<file path="config.mk">
export PLATFORM = sky130hd
export DESIGN_NAME = seq_multu
export DESIGN_NICKNAME = d
export VERILOG_FILES = /design/src/rtl/seq_multu.sv
export SDC_FILE = /design/constraint.sdc
export NUM_CORES = 1
export LEC_CHECK = 0
export ABC_AREA = 1
export CAP_MARGIN = 5
export CELL_PAD_IN_SITES_DETAIL_PLACEMENT = 0
export CELL_PAD_IN_SITES_GLOBAL_PLACEMENT = 1
export CORE_MARGIN = 2
export CORE_UTILIZATION = 41
export CTS_CLUSTER_SIZE = 28
export DETAILED_ROUTE_END_ITERATION = 7
export HOLD_SLACK_MARGIN = 0.03
export PLACE_DENSITY_LB_ADDON = 0.1
export RECOVER_POWER = 50
export SLEW_MARGIN = 20
export SYNTH_ARGS = -nofsm -noshare
export SYNTH_HDL_FRONTEND = slang
export SYNTH_SLANG_ARGS = --single-unit
</file>
<file path="constraint.sdc">
create_clock -name clk -period 3.9 [get_ports clk]
set_clock_uncertainty 0.2 [all_clocks]
set_input_delay 0.78 -clock clk [delete_from_list [all_inputs] [get_ports clk]]
set_output_delay 0.78 -clock clk [all_outputs]
set_load 0.005 [all_outputs]
</file>
<file path="src/rtl/seq_multu.sv">
// rtl/seq_multu.sv - multi-cycle unsigned shift-add multiplier feeding the HI/LO writer interface
module seq_multu #(
    parameter int          WIDTH = 32,
    parameter logic [5:0]  MULTU = 6'd1,
    parameter logic [5:0]  MADDU = 6'd28
) (
    input  logic                 clk,
    input  logic                 rst,
    input  logic                 start,
    input  logic [5:0]           op_in,
    input  logic [WIDTH-1:0]     a,
    input  logic [WIDTH-1:0]     b,
    output logic                 busy,
    output logic                 done,
    output logic [2*WIDTH-1:0]   mul_ans,
    output logic [5:0]           op_out
);

    localparam int CW = $clog2(WIDTH);

    typedef enum logic [1:0] {
        IDLE = 2'd0,
        CALC = 2'd1,
        DONE = 2'd2
    } state_t;

    state_t               state_q, state_d;
    logic [CW-1:0]        cnt_q, cnt_d;
    logic [WIDTH-1:0]     m_q, m_d;
    logic [2*WIDTH-1:0]   p_q, p_d;
    logic [5:0]           op_q, op_d;
    logic [2*WIDTH-1:0]   mul_ans_q, mul_ans_d;
    logic [5:0]           op_out_q, op_out_d;
    logic                 busy_q, busy_d;
    logic                 done_q, done_d;
    logic [WIDTH:0]       t;

    always_comb begin
        state_d   = state_q;
        cnt_d     = cnt_q;
        m_d       = m_q;
        p_d       = p_q;
        op_d      = op_q;
        mul_ans_d = mul_ans_q;
        op_out_d  = op_out_q;
        done_d    = 1'b0;
        // Upper half plus the conditional multiplicand, carry kept so it lands in the top bit.
        t = {1'b0, p_q[2*WIDTH-1:WIDTH]} + (p_q[0] ? {1'b0, m_q} : {(WIDTH+1){1'b0}});

        case (state_q)
            IDLE: begin
                if (start && (op_in == MULTU || op_in == MADDU)) begin
                    m_d     = a;
                    p_d     = {{WIDTH{1'b0}}, b};
                    op_d    = op_in;
                    cnt_d   = '0;
                    state_d = CALC;
                end
            end
            CALC: begin
                p_d   = {t, p_q[WIDTH-1:1]};
                cnt_d = cnt_q + 1'b1;
                if (cnt_q == CW'(WIDTH-1)) begin
                    state_d = DONE;
                end
            end
            DONE: begin
                mul_ans_d = p_q;
                op_out_d  = op_q;
                done_d    = 1'b1;
                state_d   = IDLE;
            end
            default: begin
                state_d = IDLE;
            end
        endcase

        busy_d = (state_d != IDLE);
    end

    always_ff @(posedge clk) begin
        if (rst) begin
            state_q   <= IDLE;
            cnt_q     <= '0;
            m_q       <= '0;
            p_q       <= '0;
            op_q      <= '0;
            mul_ans_q <= '0;
            op_out_q  <= '0;
            busy_q    <= 1'b0;
            done_q    <= 1'b0;
        end else begin
            state_q   <= state_d;
            cnt_q     <= cnt_d;
            m_q       <= m_d;
            p_q       <= p_d;
            op_q      <= op_d;
            mul_ans_q <= mul_ans_d;
            op_out_q  <= op_out_d;
            busy_q    <= busy_d;
            done_q    <= done_d;
        end
    end

    assign busy    = busy_q;
    assign done    = done_q;
    assign mul_ans = mul_ans_q;
    assign op_out  = op_out_q;

endmodule

</file>
==> key figures, run 1 <==
Outcome
  – Status: finished, violations left
  – Failing checks: max-capacitance violations, max-slew violations

Clocking
  – Hold Buf Count CTS: 0
  – CTS Buf Count: 17
  – Clock Latency Late Sink: 0.44 ns
  – Postcts setup bufs: 0
  – Total clock sinks: 181
  – CTS max path bufs: 2
  – CTS tree: done
  – H-Tree Depth: 4
  – Reg clk slew, reported paths: 0.08 ns
  – CTS root buf: clkbuf_16
  – PostCTS Resize Cnt: 0

Yosys
  – YS warnings: 0
  – Most numerous cell in the Yosys netlist: nand2_1
  – Synth Net Count: 1,576
  – Post-synth ARST share: 0
  – Synth top area share: 0.390
  – Sequential share of the synthesized area: 0.390
  – Cell taking the most area after synthesis: dfxtp_1
  – Syn Std Cell Area: 9290 µm²
  – Synth area leaders: dfxtp_1, nand2_1, nor2_1, o21ai_0, inv_1
  – Unique masters post-synth: 32
  – EDFF count, synth: 0
  – Top cells by count, synth: nand2_1, nor2_1, dfxtp_1
  – Syn Area/Cell: 6.33 µm²
  – Main synth FF type: dfxtp_1
  – Mapped Cells: 1,468
  – Yosys reg bits: 181

Critical path
  – Critical path class: reg2reg
  – CP startpoint: state_q[0]$_SDFF_PP0_
  – RR Startpoint: state_q[0]$_SDFF_PP0_
  – CP Max Fanout: 48
  – Worst EP required: 4.08 ns
  – CP Capture Type: flip-flop
  – CP arrival: 3.30 ns
  – Element type at the critical path start: flip-flop

Final layout
  – Final core area utilization: 0.514
  – Multi-input logic area: 4790 µm²
  – Area grow syn2layout: 24.1%
  – Share of layout cells above drive strength 1: 0.0440
  – Nets: 1,688
  – Fillers: 2,339
  – Final instance area: 11,500 µm²
  – Storage element area: 3620 µm²

Timing
  – F_max: 320 MHz
  – Slew headroom: -0.487
  – Final Setup Violations: 0
  – Final worst-path cycle share: 0.800
  – Final Max Tran Viols: 135
  – RSZ-0062 raised after global routing: no
  – Slew @ Worst Pin: 2.23 ns
  – Final Hold Viols: 0
  – Hold WS: 0.252 ns
  – Final Critical Period: 3.12 ns
  – Final TNS setup: 0 ns

Hold path
  – Hold/Removal Path Class: reg2reg
  – Worst Hold Launch: op_q[5]$_SDFFE_PP0P_

GRT
  – Total grt overflow: 0
  – Initial antenna violation count: 5
  – Vias in the first global route: 8,665
  – All-Layer GR Usage: 0.231
  – First-pass GRT wire length: 44.2 mm
  – Pin count of the biggest net entering global routing: 72

Routing
  – DRC Markers: 0
  – DR iter-0 viols: 472
  – WL/cell: 14.4 µm
  – ANT nets after route: 0
  – Vias post-DR: 9,019
  – Detailed-route wire length: 27.1 mm
  – Pre-antenna DRT Iters: 5
  – Drt via density: 4.80

Pwr
  – Pleak: 5.95 nW
  – P per Cell Area: 330 nW/µm²
  – Peak VDD IR: 0.000274 V
  – Total Power: 3.81 mW

Run
  – Max cap viols: 3

Place
  – Final HPWL DP: 19.5 mm
  – Port Buffers: 144
  – Gpl congestion: 0.864
  – Placed Area: 11,000 µm²

Floorplanning
  – Initial Util: 0.414
  – Die Area: 23,900 µm²
  – Core Box Area: 22,400 µm²
  – DIE HEIGHT: 155 µm
  – Top-level I/O count: 145
  – Die width: 155 µm
  – # rows: 55
==> critical path, stage by stage (launching register included) <==
cell,delay [ns]
dfxtp_1,0.48
nor2_4,0.07
inv_1,1.22
clkbuf_1,0.85
nor2_1,0.09
nor2_1,0.15
==> sequential cells by signal, indices dropped and copies added (netlist names) <==
| signal | cells |
|---|---|
| p_q | 64 |
| m_q | 32 |
| op_out | 6 |
| done | 1 |
| state_q | 2 |
| cnt_q | 5 |
| op_q | 6 |
| mul_ans | 64 |
| busy | 1 |
==> kinds of logic (layout without fill, tap and decap cells) <==
family,Yosys count,count (layout),share of synthesized area
and+or+nand+nor,803,803,0.344
buffers and inverters,226,350,0.0959
AOI/OAI and AO/OA,223,223,0.122
DFF,181,181,0.390
adders and majority gates,35,35,0.0479
other,0,2,0
==> per-layer routing <==
metal  global-route usage  vias up  part of all wire
met5                    0        -           0.00048
met3               0.0490       27             0.043
li1                     -     4795                 -
met2                0.376      152              0.45
met4               0.0582        2             0.011
met1                0.313     4043              0.49
==> power breakdown <==
group          switching [mW]  internal, mW
Sequential             0.0162          1.87
Clock                   0.864         0.857
Combinational           0.102        0.0984
Total                   0.983          2.82
==> final timing paths <==
check,slack [ns],cells past startpoint,endpoint
min,0.25,2,op_q[5]$_SDFFE_PP0P_
min reg2reg,0.25,2,op_q[5]$_SDFFE_PP0P_
max,0.78,5,mul_ans[10]$_SDFFE_PP0P_
max reg2reg,0.78,5,mul_ans[10]$_SDFFE_PP0P_
==> cells in the final DEF, fill, tap and decap left out, drive strengths merged, types with 20 or more instances in the layout <==
| master | instances |
|---|---|
| ha | 34 |
| nand2 | 400 |
| a21oi | 68 |
| o21ai | 147 |
| inv | 167 |
| clkdlybuf4s50 | 90 |
| clkbuf | 20 |
| nor2 | 327 |
| dfxtp | 181 |
| dlygate4sd3 | 54 |
| nand3 | 55 |
==> final cells by class <==
class / count / share of cell area
diodes: 2 / 0.000434
clock buffers: 17 / 0.0369
clock inverters: 14 / 0.0138
inverters: 161 / 0.0527
multi-input cells: 1061 / 0.416
flip-flops and latches: 181 / 0.314
well taps: 285 / 0.0309
repair buffers: 158 / 0.135
==> through the flow <==
| step | setup slack, ns | instances |
|---|---|---|
| after floorplan | 1.36 | 1468 |
| after global placement | 0.987 | 1846 |
| after detailed placement | 0.919 | 1846 |
| after CTS | 1.10 | 1877 |
| after global routing | 0.446 | 1877 |
| final | 0.778 | 1879 |
No activity file was read; power rests on OpenSTA's default activity.
==> run 2, diff against run 1 <==
--- a/config.mk
+++ b/config.mk
@@ -10,7 +10,7 @@
 export CELL_PAD_IN_SITES_DETAIL_PLACEMENT = 0
 export CELL_PAD_IN_SITES_GLOBAL_PLACEMENT = 1
 export CORE_MARGIN = 2
-export CORE_UTILIZATION = 41
+export CORE_UTILIZATION = 34
 export CTS_CLUSTER_SIZE = 28
 export DETAILED_ROUTE_END_ITERATION = 7
 export HOLD_SLACK_MARGIN = 0.03
==> constraint.sdc (replaced) <==
create_clock -name clk -period 2.75 [get_ports clk]
set_clock_uncertainty 0.2 [all_clocks]
set_input_delay 0.55 -clock clk [delete_from_list [all_inputs] [get_ports clk]]
set_output_delay 0.55 -clock clk [all_outputs]
set_load 0.005 [all_outputs]
==> run 2 against run 1 <==
  * The flow now finishes without violations
  * Critical endpoint is now m_q[25]$_SDFFE_PP0P_
  * Total power increased by 45%
  * Setup slack lost 0.54 ns
  * Final cell count is 3.4% higher
  * Utilization fell by 7.8 points
  * Highest routed layer unchanged
  * First-iteration DRC count fell by 2.1%
  * Critical path type is now in2reg
  * Register-to-register slack worse by 0.54 ns
  * Non-clock buffer count up 8
  * Via count is 0.73% lower
==> key figures, run 2 (same netlist as run 1, synthesis figures left out) <==
Outcome
  – Status: finished, final reports clean

Floorplanning
  – Die Area: 28,700 µm²
  – # rows: 60
  – DIE HEIGHT: 169 µm
  – Core Box Area: 26,900 µm²
  – Top-level I/O count: 145
  – Die width: 169 µm
  – Initial Util: 0.346

Hold path
  – Hold/Removal Path Class: reg2reg

Routing
  – Vias post-DR: 8,953
  – ANT nets after route: 0
  – DR iter-0 viols: 462
  – Drt via density: 4.61
  – Detailed-route wire length: 28.6 mm
  – Pre-antenna DRT Iters: 5
  – WL/cell: 14.7 µm
  – DRC Markers: 0

Final layout
  – Multi-input logic area: 4780 µm²
  – Storage element area: 3620 µm²
  – Share of layout cells above drive strength 1: 0.0512
  – Area grow syn2layout: 26.1%
  – Most frequent cells in the layout: nand2_1, nor2_1, dfxtp_1
  – Commonest non-fill, non-tap cell in the layout: nand2_1
  – Nets: 1,696
  – Ant. Diodes: 0
  – Fillers: 2,936
  – Non-filler cells, final: 1,942
  – Final instance area: 11,700 µm²
  – Final core area utilization: 0.436

Place
  – Dpl cells: 1,910
  – Port Buffers: 144
  – Final HPWL DP: 20.6 mm
  – Gpl congestion: 0.858
  – Dpl ws: 0.220 ns
  – Placed Area: 11,200 µm²

Timing
  – Final worst-path cycle share: 0.912
  – F_max: 399 MHz
  – Final Setup Violations: 0
  – Slew @ Worst Pin: 1.49 ns
  – Worst setup margin: 0.241 ns
  – Final Hold Viols: 0
  – Slew headroom: 0.00787
  – Final Critical Period: 2.51 ns
  – Hold WS: 0.248 ns
  – Final TNS setup: 0 ns
  – RSZ-0062 raised after global routing: no
  – Final Max Tran Viols: 0

Clocking
  – H-Tree Depth: 4
  – CTS max path bufs: 2
  – Total clock sinks: 181
  – Reg clk slew, reported paths: 0.08 ns
  – CTS root buf: clkbuf_16
  – CTS tree: done
  – Clock Latency Late Sink: 0.44 ns
  – CTS Buf Count: 17
  – Postcts setup bufs: 0

GRT
  – Initial antenna violation count: 4
  – Total grt overflow: 0
  – First-pass GRT wire length: 46.5 mm
  – Vias in the first global route: 8,775
  – All-Layer GR Usage: 0.204
  – Pin count of the biggest net entering global routing: 72

Critical path
  – Critical Path, Cell by Cell: clkdlybuf4s50_1, inv_2, nor2_2, a21oi_1, nor4_1, nand2_4, buf_4, inv_2, clkbuf_4, nor2_1, nor2_1
  – CP arrival: 2.68 ns
  – CP max stage cell: clkdlybuf4s50_1
  – Worst EP required: 2.92 ns
  – Element type at the critical path start: primary input
  – CP Max Fanout: 37
  – Critical path class: in2reg
  – CP Capture Type: flip-flop
  – Maximum single-stage delay on the critical path: 0.51 ns

Pwr
  – Internal power: 4.06 mW
  – Comb pwr share: 0.054
  – Pleak: 6.02 nW
  – Net Sw Frac: 0.263
  – P per Cell Area: 470 nW/µm²
  – Clk pwr share: 0.461
  – Sequential power share: 0.485
  – Switch Pwr: 1.45 mW
  – Total Power: 5.51 mW
  – Peak VDD IR: 0.000282 V

Run
  – Max cap viols: 0
-- run 2: changes by cell type in the layout (fill, tap and decap cells not counted), sizes merged --
cell	previous run	this run
diode	2	0
clkinv	7	8
buf	11	19
clkdlybuf4s50	90	93
dlygate4sd3	54	51
clkbuf	20	21
inv	167	166
-- run 2: critical path, delay by kind of cell --
family | cells | cell delay, ns
simple gates | 5 | 0.76
buf+inv | 5 | 1.31
compound gates | 1 | 0.05
-- run 2: worst paths after layout --
path | from | endpoint | slack, ns | cells past startpoint
worst max-delay path | op_in[0] | m_q[25]$_SDFFE_PP0P_ | 0.24 | 11
worst min-delay path | op_q[1]$_SDFFE_PP0P_ | op_q[1]$_SDFFE_PP0P_ | 0.25 | 2
worst max register to register | p_q[0]$_SDFFE_PP0P_ | p_q[60]$_SDFFE_PP0P_ | 0.24 | 13
worst min register to register | op_q[1]$_SDFFE_PP0P_ | op_q[1]$_SDFFE_PP0P_ | 0.25 | 2
-- run 2: final cells by class --
type / count / area share
Multi-Input combinational cell: 1061 / 0.408
Tap cell: 341 / 0.0364
Clock inverter: 14 / 0.0151
Clock buffer: 18 / 0.0375
Timing Repair Buffer: 166 / 0.142
Sequential cell: 181 / 0.309
Inverter: 161 / 0.0519
-- run 2: power by group through the flow --
stage               logic (mW)  clock network, mW  registers [mW]
global route             0.330               2.72            2.68
detailed placement       0.306                  0            2.73
floorplan                0.140                  0            2.73
CTS                      0.306               2.63            2.67
global placement         0.305                  0            2.73
finish                   0.296               2.54            2.67
-- run 2: routing by layer --
layer	vias up	track usage	routed length (µm)	part of all wire
li1	4802	-	-	-
met5	-	0	38	0.0013
met4	6	0.0394	218	0.0076
met1	3990	0.276	14000	0.49
met3	19	0.0473	1240	0.043
met2	136	0.335	13000	0.46
-- run 2: timing repair --
| action | 4_1_cts | 5_1_grt |
|---|---|---|
| setup endpoints to repair | 0 | 1 |
| gates resized for setup | 0 | 1 |
| hold buffers | 0 | 0 |
==> edit 1: new RTL, flow settings as in run 2 <==
The 3 states of `state_t` get a one-hot encoding in 3 bits.
--- a/src/rtl/seq_multu.sv
+++ b/src/rtl/seq_multu.sv
@@ -19,8 +19,8 @@
     localparam int CW = $clog2(WIDTH);
 
-    typedef enum logic [1:0] {
-        IDLE = 2'd0,
-        CALC = 2'd1,
-        DONE = 2'd2
+    typedef enum logic [2:0] {
+        IDLE = 3'b001,
+        CALC = 3'b010,
+        DONE = 3'b100
     } state_t;
 
Function: same outputs for any inputs over 10 cycles, from zero or initial values and one cycle with rst high; not proved beyond that.
==> edit 1 against run 2 <==
- worst setup slack got worse by 0.032 ns
- area after synthesis fell by 1.9%
- final area fell by 1.6%
- power fell by 1.2%
- sequential cell count rose by 1
- non-clock buffer count fell by 5
- first-iteration DRC count rose by 5.4%
- routed wire length fell by 2.4%
- sequential share of layout area rose by 0.70 points
- global-route usage fell by 0.31 points
- largest cell class unchanged
- largest power group unchanged
==> edit 1: results (changes against run 2) <==
ys_ff_latch: 182  # +0.55%
syn_area_mm2: 0.00912  # -1.9%
wl_um: 27900  # -2.4%
synth_nets: 1514  # -3.9%
ir_worst_vdd_v: 0.000414  # +47%
synth_compound_area_frac: 0.149  # +0.0266
outcome: "completed"
buf_share: 0.142  # about the same
synth_fa_ha_area_frac: 0.0488  # +0.000921
layout.nets: 1630  # -3.9%
inv_count: 164  # +1.9%
leakage_nw: 5.60  # -6.9%
seq_area_frac: 0.316  # +0.00698
antenna_found_initial: 3  # -1
ys_types: 28  # -13%
synth_cells: 1406  # -4.2%
grtUsageTotal: 0.201  # -0.00307
p_total_mw: 5.44  # -1.2%
pwr-share-clk: 0.467  # +0.006
synth-seq-area-share: 0.400  # +0.00968
place_area_mm2: 0.0109  # -2.2%
sw_frac_of_total: 0.260  # -0.00233
nMultiInputCombCells: 996  # -6.1%
cp_data_arrival_time_ns: 2.64  # -0.04 ns
grt_pass1_wl_um: 45400  # -2.3%
fin_area_mm2: 0.0115  # -1.6%
multi_input_area_share: 0.399  # -0.00875
n_all_buffers: 161  # -3.0%
place_ws_ns: 0.0923  # -0.127 ns
dpl.cell_count: 1837  # -3.8%
n_fill_cell: 2766  # -5.8%
crit_fanout: 13  # -65%
gp_congestion: 0.869  # +1.3%
synth_commonest_cells: "366 x nand2_1, 256 x nor2_1, 182 x dfxtp_1"
drtIter0Drc: 487  # +5.4%
clk_share: 0.0522  # -0.000322
hpwlAfterDp_um: 19300  # -6.1%
antenna_cells: 2  # +2
first_global_vias: 8656  # -1.4%
drive_above_1_share: 0.0430  # -0.00822
power_frac_comb: 0.042  # -0.012
synthTopCellsByArea: "dfxtp_1 40%, nand2_1 15%, nor2_1 11%"
## edit 1: path summary, 6_finish.rpt
check / start / endpoint / slack [ns] / cells after the start
max: p_q[0] / p_q[57] / 0.21 / 14
min: op_q[5] / op_q[5] / 0.27 / 2
max reg2reg: p_q[0] / p_q[57] / 0.21 / 14
min reg2reg: op_q[5] / op_q[5] / 0.27 / 2
## edit 1: metal layers
metal  vias up  wire length (µm)  GRT usage
met3        17              1220     0.0369
met4         2               249     0.0435
met5         -                13          0
met2       151             12500      0.332
li1       4695                 -          -
met1      4064             13800      0.274
## edit 1: worst max-delay path, stage by stage (launching register included)
cell	delay, ns
dfxtp_2	0.37
buf_12	0.16
buf_4	0.15
nand2_1	0.07
inv_1	0.04
ha_1	0.38
nand2_1	0.14
nor2_1	0.26
nand2_1	0.12
nor2_1	0.11
nand2_1	0.10
nand3_1	0.10
nand2_1	0.05
nand3_1	0.08
a21oi_1	0.06
==> edit 2: new RTL, config.mk and constraints of run 2 <==
Without the edit above. `MADDU`: 6'd28 -> 6'd14.
--- a/src/rtl/seq_multu.sv
+++ b/src/rtl/seq_multu.sv
@@ -3,5 +3,5 @@
     parameter int          WIDTH = 32,
     parameter logic [5:0]  MULTU = 6'd1,
-    parameter logic [5:0]  MADDU = 6'd28
+    parameter logic [5:0]  MADDU = 6'd14
 ) (
     input  logic                 clk,
Formal check against the unedited RTL: not equivalent (a bounded check fails within 4 cycles, from zero or initial values and one cycle with rst high).
==> edit 2 against run 2 <==
- the flow now finishes with violations (DRC)
- routed wire length fell by 2.0%
- hold slack got worse by 0.0010 ns
- power up 0.39%
- area after synthesis is 2.4% lower
- worst setup slack lost 0.0078 ns
- critical path depth is 1 lower
- first-iteration DRC count up 9.3%
- final area shrank 1.9%
- sequential cell count did not move
- core utilization increased by 0.38 points
- combinational power shrank 7.8%
- count of clock-buffer cells in the layout unchanged
- clock power is 2% higher
- critical path type is now flop to flop
==> edit 2: results (changes against run 2) <==
antenna_found_initial: 3  # -1
violations: "DRC"
drt_first_pass_iters: 8  # +3
drive_above_1_share: 0.0455  # -0.00573
worst_pin_slew_ns: 1.02  # -0.466 ns
pg_comb_mw: 0.273  # -7.8%
synth_commonest_cells: "366 x nand2_1, 262 x nor2_1, 181 x dfxtp_1"
hpwlAfterDp_um: 20600  # about the same
crit_path_start: "p_q[0]"
wl_um: 28000  # -2.0%
cp_slowest_stage_delay_ns: 0.39  # -0.12 ns
drc: 4  # +4
outcome: "finished with violations"
seq_area_frac: 0.315  # +0.00606
n_fill_cell: 2867  # -2.4%
n_all_buffers: 171  # +3.0%
synth_fa_ha_area_frac: 0.0491  # +0.00116
place_area_mm2: 0.0109  # -2.1%
ys_types: 30  # -6.3%
dpl.cell_count: 1842  # -3.6%
crit_fanout: 12  # -68%
leakage_nw: 5.58  # -7.3%
clk_share: 0.0550  # +0.00244
rows: 59  # -1.7%
slowest_stage: "dfxtp_1"
nMultiInputCombCells: 997  # -6.0%
drtIter0Drc: 505  # +9.3%
edit 2: cell count changes after synthesis, moves of 2 or more:
cell,run 2,this run
nand2_4,2,0
nor2_2,12,0
nand2_2,0,2
inv_1,156,153
a31oi_1,0,32
buf_6,1,3
o21ai_1,0,20
nand3_1,55,52
nor2_1,314,262
o21ai_0,147,127
nand2_1,398,366
edit 2: worst paths after layout:
path                                end  slack (ns)  cells past startpoint
worst max-delay path            p_q[43]        0.23                     10
worst min-delay path            op_q[4]        0.25                      2
worst max register to register  p_q[43]        0.23                     10
worst min register to register  op_q[4]        0.25                      2
edit 2: metal layers:
| metal | track usage | up-vias | wire length [µm] |
|---|---|---|---|
| met3 | 0.0397 | 11 | 1370 |
| met4 | 0.0310 | 2 | 111 |
| met2 | 0.331 | 171 | 12800 |
| met5 | 0 | - | 13 |
| met1 | 0.282 | 4065 | 13600 |
| li1 | - | 4689 | - |
